$ cat src/rtl/board_io_conditioner.sv
// Board input conditioner: per-channel 2-flop sync, debounce, edge pulses.
// Optional sticky event/IRQ register enabled by defining BOARD_IO_EVT_LATCH_EN.
module board_io_conditioner #(
    parameter int              NumIn          = 8,
    parameter int              DebounceCycles = 1000,
    parameter logic [NumIn-1:0] ResetLevel    = '0,
    parameter int              CntWidth       = $clog2(DebounceCycles + 1)
) (
    input  logic             clk_sys_i,
    input  logic             rst_sys_i,
    input  logic [NumIn-1:0] raw_i,
    output logic [NumIn-1:0] level_o,
    output logic [NumIn-1:0] rise_o,
    output logic [NumIn-1:0] fall_o,
    input  logic [NumIn-1:0] rise_en_i,
    input  logic [NumIn-1:0] fall_en_i,
    input  logic [NumIn-1:0] evt_clr_i,
    output logic [NumIn-1:0] evt_pending_o,
    output logic             irq_o
);

    localparam logic [CntWidth-1:0] CntMax = CntWidth'(DebounceCycles - 1);

    logic [NumIn-1:0]    r_sync1;
    logic [NumIn-1:0]    r_sync2;
    logic [NumIn-1:0]    r_level;
    logic [NumIn-1:0]    r_rise;
    logic [NumIn-1:0]    r_fall;
    logic [CntWidth-1:0] r_cnt [NumIn];
    logic [NumIn-1:0]    w_accept;

    always_ff @(posedge clk_sys_i or posedge rst_sys_i) begin
        if (rst_sys_i) begin
            r_sync1 <= ResetLevel;
            r_sync2 <= ResetLevel;
        end else begin
            r_sync1 <= raw_i;
            r_sync2 <= r_sync1;
        end
    end

    // A channel flips once its synchronised input has disagreed for DebounceCycles edges.
    always_comb begin
        w_accept = '0;
        for (int i = 0; i < NumIn; i++) begin
            w_accept[i] = (r_sync2[i] != r_level[i]) && (r_cnt[i] == CntMax);
        end
    end

    always_ff @(posedge clk_sys_i or posedge rst_sys_i) begin
        if (rst_sys_i) begin
            for (int i = 0; i < NumIn; i++) begin
                r_cnt[i] <= '0;
            end
        end else begin
            for (int i = 0; i < NumIn; i++) begin
                if ((r_sync2[i] == r_level[i]) || w_accept[i]) begin
                    r_cnt[i] <= '0;
                end else begin
                    r_cnt[i] <= r_cnt[i] + 1'b1;
                end
            end
        end
    end

    always_ff @(posedge clk_sys_i or posedge rst_sys_i) begin
        if (rst_sys_i) begin
            r_level <= ResetLevel;
            r_rise  <= '0;
            r_fall  <= '0;
        end else begin
            r_level <= r_level ^ w_accept;
            r_rise  <= w_accept & r_sync2;
            r_fall  <= w_accept & ~r_sync2;
        end
    end

    assign level_o = r_level;
    assign rise_o  = r_rise;
    assign fall_o  = r_fall;

`ifdef BOARD_IO_EVT_LATCH_EN
    logic [NumIn-1:0] r_evt_pending;

    // A new latched edge takes priority over a simultaneous write-1-to-clear.
    always_ff @(posedge clk_sys_i or posedge rst_sys_i) begin
        if (rst_sys_i) begin
            r_evt_pending <= '0;
        end else begin
            r_evt_pending <= (r_evt_pending & ~evt_clr_i)
                           | (r_rise & rise_en_i)
                           | (r_fall & fall_en_i);
        end
    end

    assign evt_pending_o = r_evt_pending;
    assign irq_o         = |r_evt_pending;
`else
    logic w_unused_evt;

    assign w_unused_evt  = ^{rise_en_i, fall_en_i, evt_clr_i};
    assign evt_pending_o = '0;
    assign irq_o         = 1'b0;
`endif

endmodule

$ cat config.mk
export PLATFORM = sky130hd
export DESIGN_NAME = board_io_conditioner
export DESIGN_NICKNAME = d
export VERILOG_FILES = /design/src/rtl/board_io_conditioner.sv
export SDC_FILE = /design/constraint.sdc
export NUM_CORES = 1
export LEC_CHECK = 0
export BUFFER_PORTS_ARGS = -buffer_cell sky130_fd_sc_hd__clkbuf_2
export CORE_ASPECT_RATIO = 1.2
export CORE_MARGIN = 4
export CORE_UTILIZATION = 50
export DETAILED_ROUTE_END_ITERATION = 8
export PLACE_DENSITY = 0.68
export SYNTH_ARGS = -nofsm -noshare
export SYNTH_HDL_FRONTEND = slang
export SYNTH_SLANG_ARGS = --single-unit
$ cat constraint.sdc
create_clock -name clk_sys_i -period 5.25 [get_ports clk_sys_i]
set_input_delay 1.05 -clock clk_sys_i [delete_from_list [all_inputs] [get_ports clk_sys_i]]
set_output_delay 1.05 -clock clk_sys_i [all_outputs]
set_load 0.005 [all_outputs]
==> key figures <==
Setup path
  – CP arrival: 1.01 ns
  – Max incr delay on CP: 0.45 ns
  – Flop2flop setup slack: 3.54 ns
  – RR Startpoint: r_cnt[70]$_DFF_PP0_
  – Worst EP required: 4.20 ns
  – Critical Path Source Type: flip-flop
  – CP Class: reg -> out
  – Crit. End Element: output pin
  – Worst-path maximum fanout: 6
  – Highest-delay cell along the critical path: dfrtp_1
  – Buf/Inv on CP: 1
  – R2r worst-path depth: 4
  – Crit-path cells: clkbuf_2
  – Top delay family on crit path: flip-flops

Status
  – Status: complete, no violations

Synth
  – Most used DFF post-synth: dfrtp_1
  – Async S/R FF share, synth: 100.0%
  – Post-Syn Area: approximately 0.0053 mm^2
  – Cell count after synthesis: 492
  – EDFF count, synth: 0
  – Cell variety after synth: between 40 and 50
  – Sequential element share of the synthesized area: 56.55%
  – Synthesized flop and latch total: 120
  – Synth Area per Inst: 10.79 um^2
  – Ys Warns: 0

Power and ir drop
  – Final Power: 2270 uW
  – Worst IR Drop VDD: 0.0002226 V
  – P per Cell Area: roughly 360 mW/mm^2
  – P_leak: 0.002916 uW

Die
  – I/O pin count: 67
  – Die area: around 0.012 mm^2
  – Die extent in x: 102.1 um
  – Rows: 40
  – Initial core utilization: 52.01%
  – Core box area: 0.01021 mm^2
  – Die Height: roughly 120 um

Placed design
  – Inst Count DP: between 600 and 700
  – Port buffer count: 33
  – Hpwl dp: 6003 um
  – GP Congestion: 0.8295

Detailed routing
  – Drt first pass iters: 4
  – Vias: 3654
  – WL/cell: 13.11 um
  – Routed WL: 8917 um
  – # DRC: 0
  – Drt via density: 5.374
  – Iter 0 DRT Violations: 137
  – ANT nets after route: 0

Clocking
  – CTS Hold Bufs: 0
  – Post-CTS setup buffer count: 0
  – Clock Latency Late Sink: 0.41 ns
  – CTS root buffer: clkbuf_16
  – Post-CTS resize count: 0
  – Clock-pin transition on the worst setup and hold timing paths: 0.05 ns
  – Htree depth: 4
  – Clock buffer depth: 2
  – CTS Buf Count: 17
  – CTS Sinks: 120
  – CTS tree: yes

Timing
  – Max_slew headroom: between 40% and 50%
  – Worst Hold Slack: 0.3433 ns
  – Setup Skew: 0.009368 ns
  – Final hold vios: 0
  – RSZ-0062 raised after global routing: no
  – TNS Setup: 0 ns
  – Max Slew Vio Count: 0
  – Final setup fails: 0
  – Period utilization: a little under 40%
  – Least-Margin Pin Slew: between 0.8 and 0.9 ns
  – Final Critical Period: 2.062 ns
  – Max Clk Rate: 485.0 MHz

Global routing
  – Antenna violations before repair: 0
  – Largest net degree at the start of global routing: 74
  – Total GRT Usage: 16.28%
  – Vias in the first global route: 3554
  – Gr ovfl total: 0
  – First-pass GRT wire length: 15940 um

Hold path
  – Worst hold stages: 0
  – Hold EP: r_sync2[2]$_DFF_PP0_
  – Hold Path Class: reg -> reg
  – Hold_sp: r_sync1[2]$_DFF_PP0_

Cells and area
  – Final core utilization: 61.05%
  – Synthesis-to-layout area growth: 17.39%
  – Count of non-filler cells in the finished layout: slightly below 700
  – Fin nets: 583
  – # diodes: 0
  – Share of cells above drive strength 1: 14.44%

Job
  – Total of max-cap violations: 0
[metal layers]
layer	wire length (um)	global-route usage (%)	share of wire, %
met5	0	0	0
met1	4045	20.61	45
met4	197	7.793	2.2
met2	4292	25.49	48
met3	383	4.773	4.3
[flip-flops by register name (all words and copies together) (netlist names), named ones only]
signal and flops:
r_cnt 80, r_sync1 8, rise_o 8, fall_o 8, r_sync2 8
[power by group]
group / internal [uW] / switching, uW
Clock: 854 / 384
Sequential: 948 / 20.4
Combinational: 22.7 / 42.1
Total: 1820 / 446
[cell type report]
cell class,count,area [um^2]
clock buffer,24,501.7
clock inverter,8,140.1
fill,859,3976
inverter,5,21.27
multi-input combinational,363,2237
sequential,120,3003
tap,126,157.7
timing repair buffer,34,172.7
[how the worst max path moves through the flow]
| stage | cells past startpoint | start | to |
|---|---|---|---|
| 2_1_floorplan | 1 | rst_sys_i | async pin |
| 3_3_place_gp | 3 | rst_sys_i | r_cnt[73]$_DFF_PP0_ |
| 3_5_place_dp | 3 | rst_sys_i | r_cnt[70]$_DFF_PP0_ |
| 4_1_cts | 1 | flip-flop | level_o[4] |
| 5_1_grt | 3 | rst_sys_i | r_cnt[73]$_DFF_PP0_ |
| 6_report | 1 | flip-flop | level_o[4] |
[cells in the mapped netlist, drive strengths merged (2+ instances only)]
master / count / area [um^2]
o21ai: 11 / 55.05
ha: 8 / 100.1
inv: 5 / 18.77
a31oi: 8 / 50.05
mux2: 8 / 93.84
and3: 20 / 126.4
and2: 6 / 37.54
o211a: 4 / 40.04
nor4bb: 2 / 20.02
a21o: 3 / 22.52
o21a: 3 / 22.52
nand3: 43 / 215.2
a22oi: 3 / 22.52
or3: 5 / 31.28
a21oi: 14 / 70.07
nand2: 31 / 116.4
xnor2: 28 / 245.2
and4: 2 / 17.52
a41oi: 2 / 17.52
nor3b: 17 / 127.6
buf: 11 / 77.57
nor4: 3 / 18.77
and4bb: 5 / 62.56
nand4: 7 / 43.79
xor2: 27 / 236.5
nor2: 76 / 285.3
nor3: 8 / 40.04
dfrtp: 120 / 3003
[cells by family after synthesis]
family                     after synthesis  synth area share (%)
adders and majority gates                8                 1.885
buffers and inverters                   17                 1.885
AOI/OAI and AO/OA                       52                 6.291
other                                    1               0.07062
and+or+nand+nor                        231                 22.48
DFF                                    120                 56.55
xor gates and xnor gates                55                 9.072
muxes                                    8                 1.767
[worst reg2reg max path, stage by stage (launching register included)]
cell,delay [ns]
dfrtp_1,0.38
ha_1,0.24
and4bb_1,0.25
or3b_4,0.43
mux2_4,0.31
[placed cells by master, fill, tap and decap left out, types with 2 or more instances in the layout]
master	count
a21oi_1	14
a21o_1	3
a22oi_1	3
or3_1	5
nor2_1	76
and3_1	19
clkbuf_16	17
clkinv_2	4
nand4_1	7
nand2_1	31
xor2_1	27
a31oi_1	8
dfrtp_1	120
nor3b_1	17
and4_1	2
inv_1	4
nor4_1	3
a41oi_1	2
o21ai_0	11
mux2_2	7
clkbuf_8	5
and4bb_2	4
xnor2_1	28
nand3_1	43
and2_1	6
clkbuf_2	33
bufinv_16	4
nor3_1	8
nor4bb_1	2
ha_1	8
conb_1	9
o21a_1	3
clkbuf_1	2
o211a_1	4
[stage by stage]
stage,worst slack (ns),area [um^2]
after floorplan,1.014,5340
after global placement,2.797,5592
after detailed placement,2.760,5592
after CTS,3.164,6233
after global routing,3.046,6233
final,3.188,6233
(Power assumes the default switching activity.)
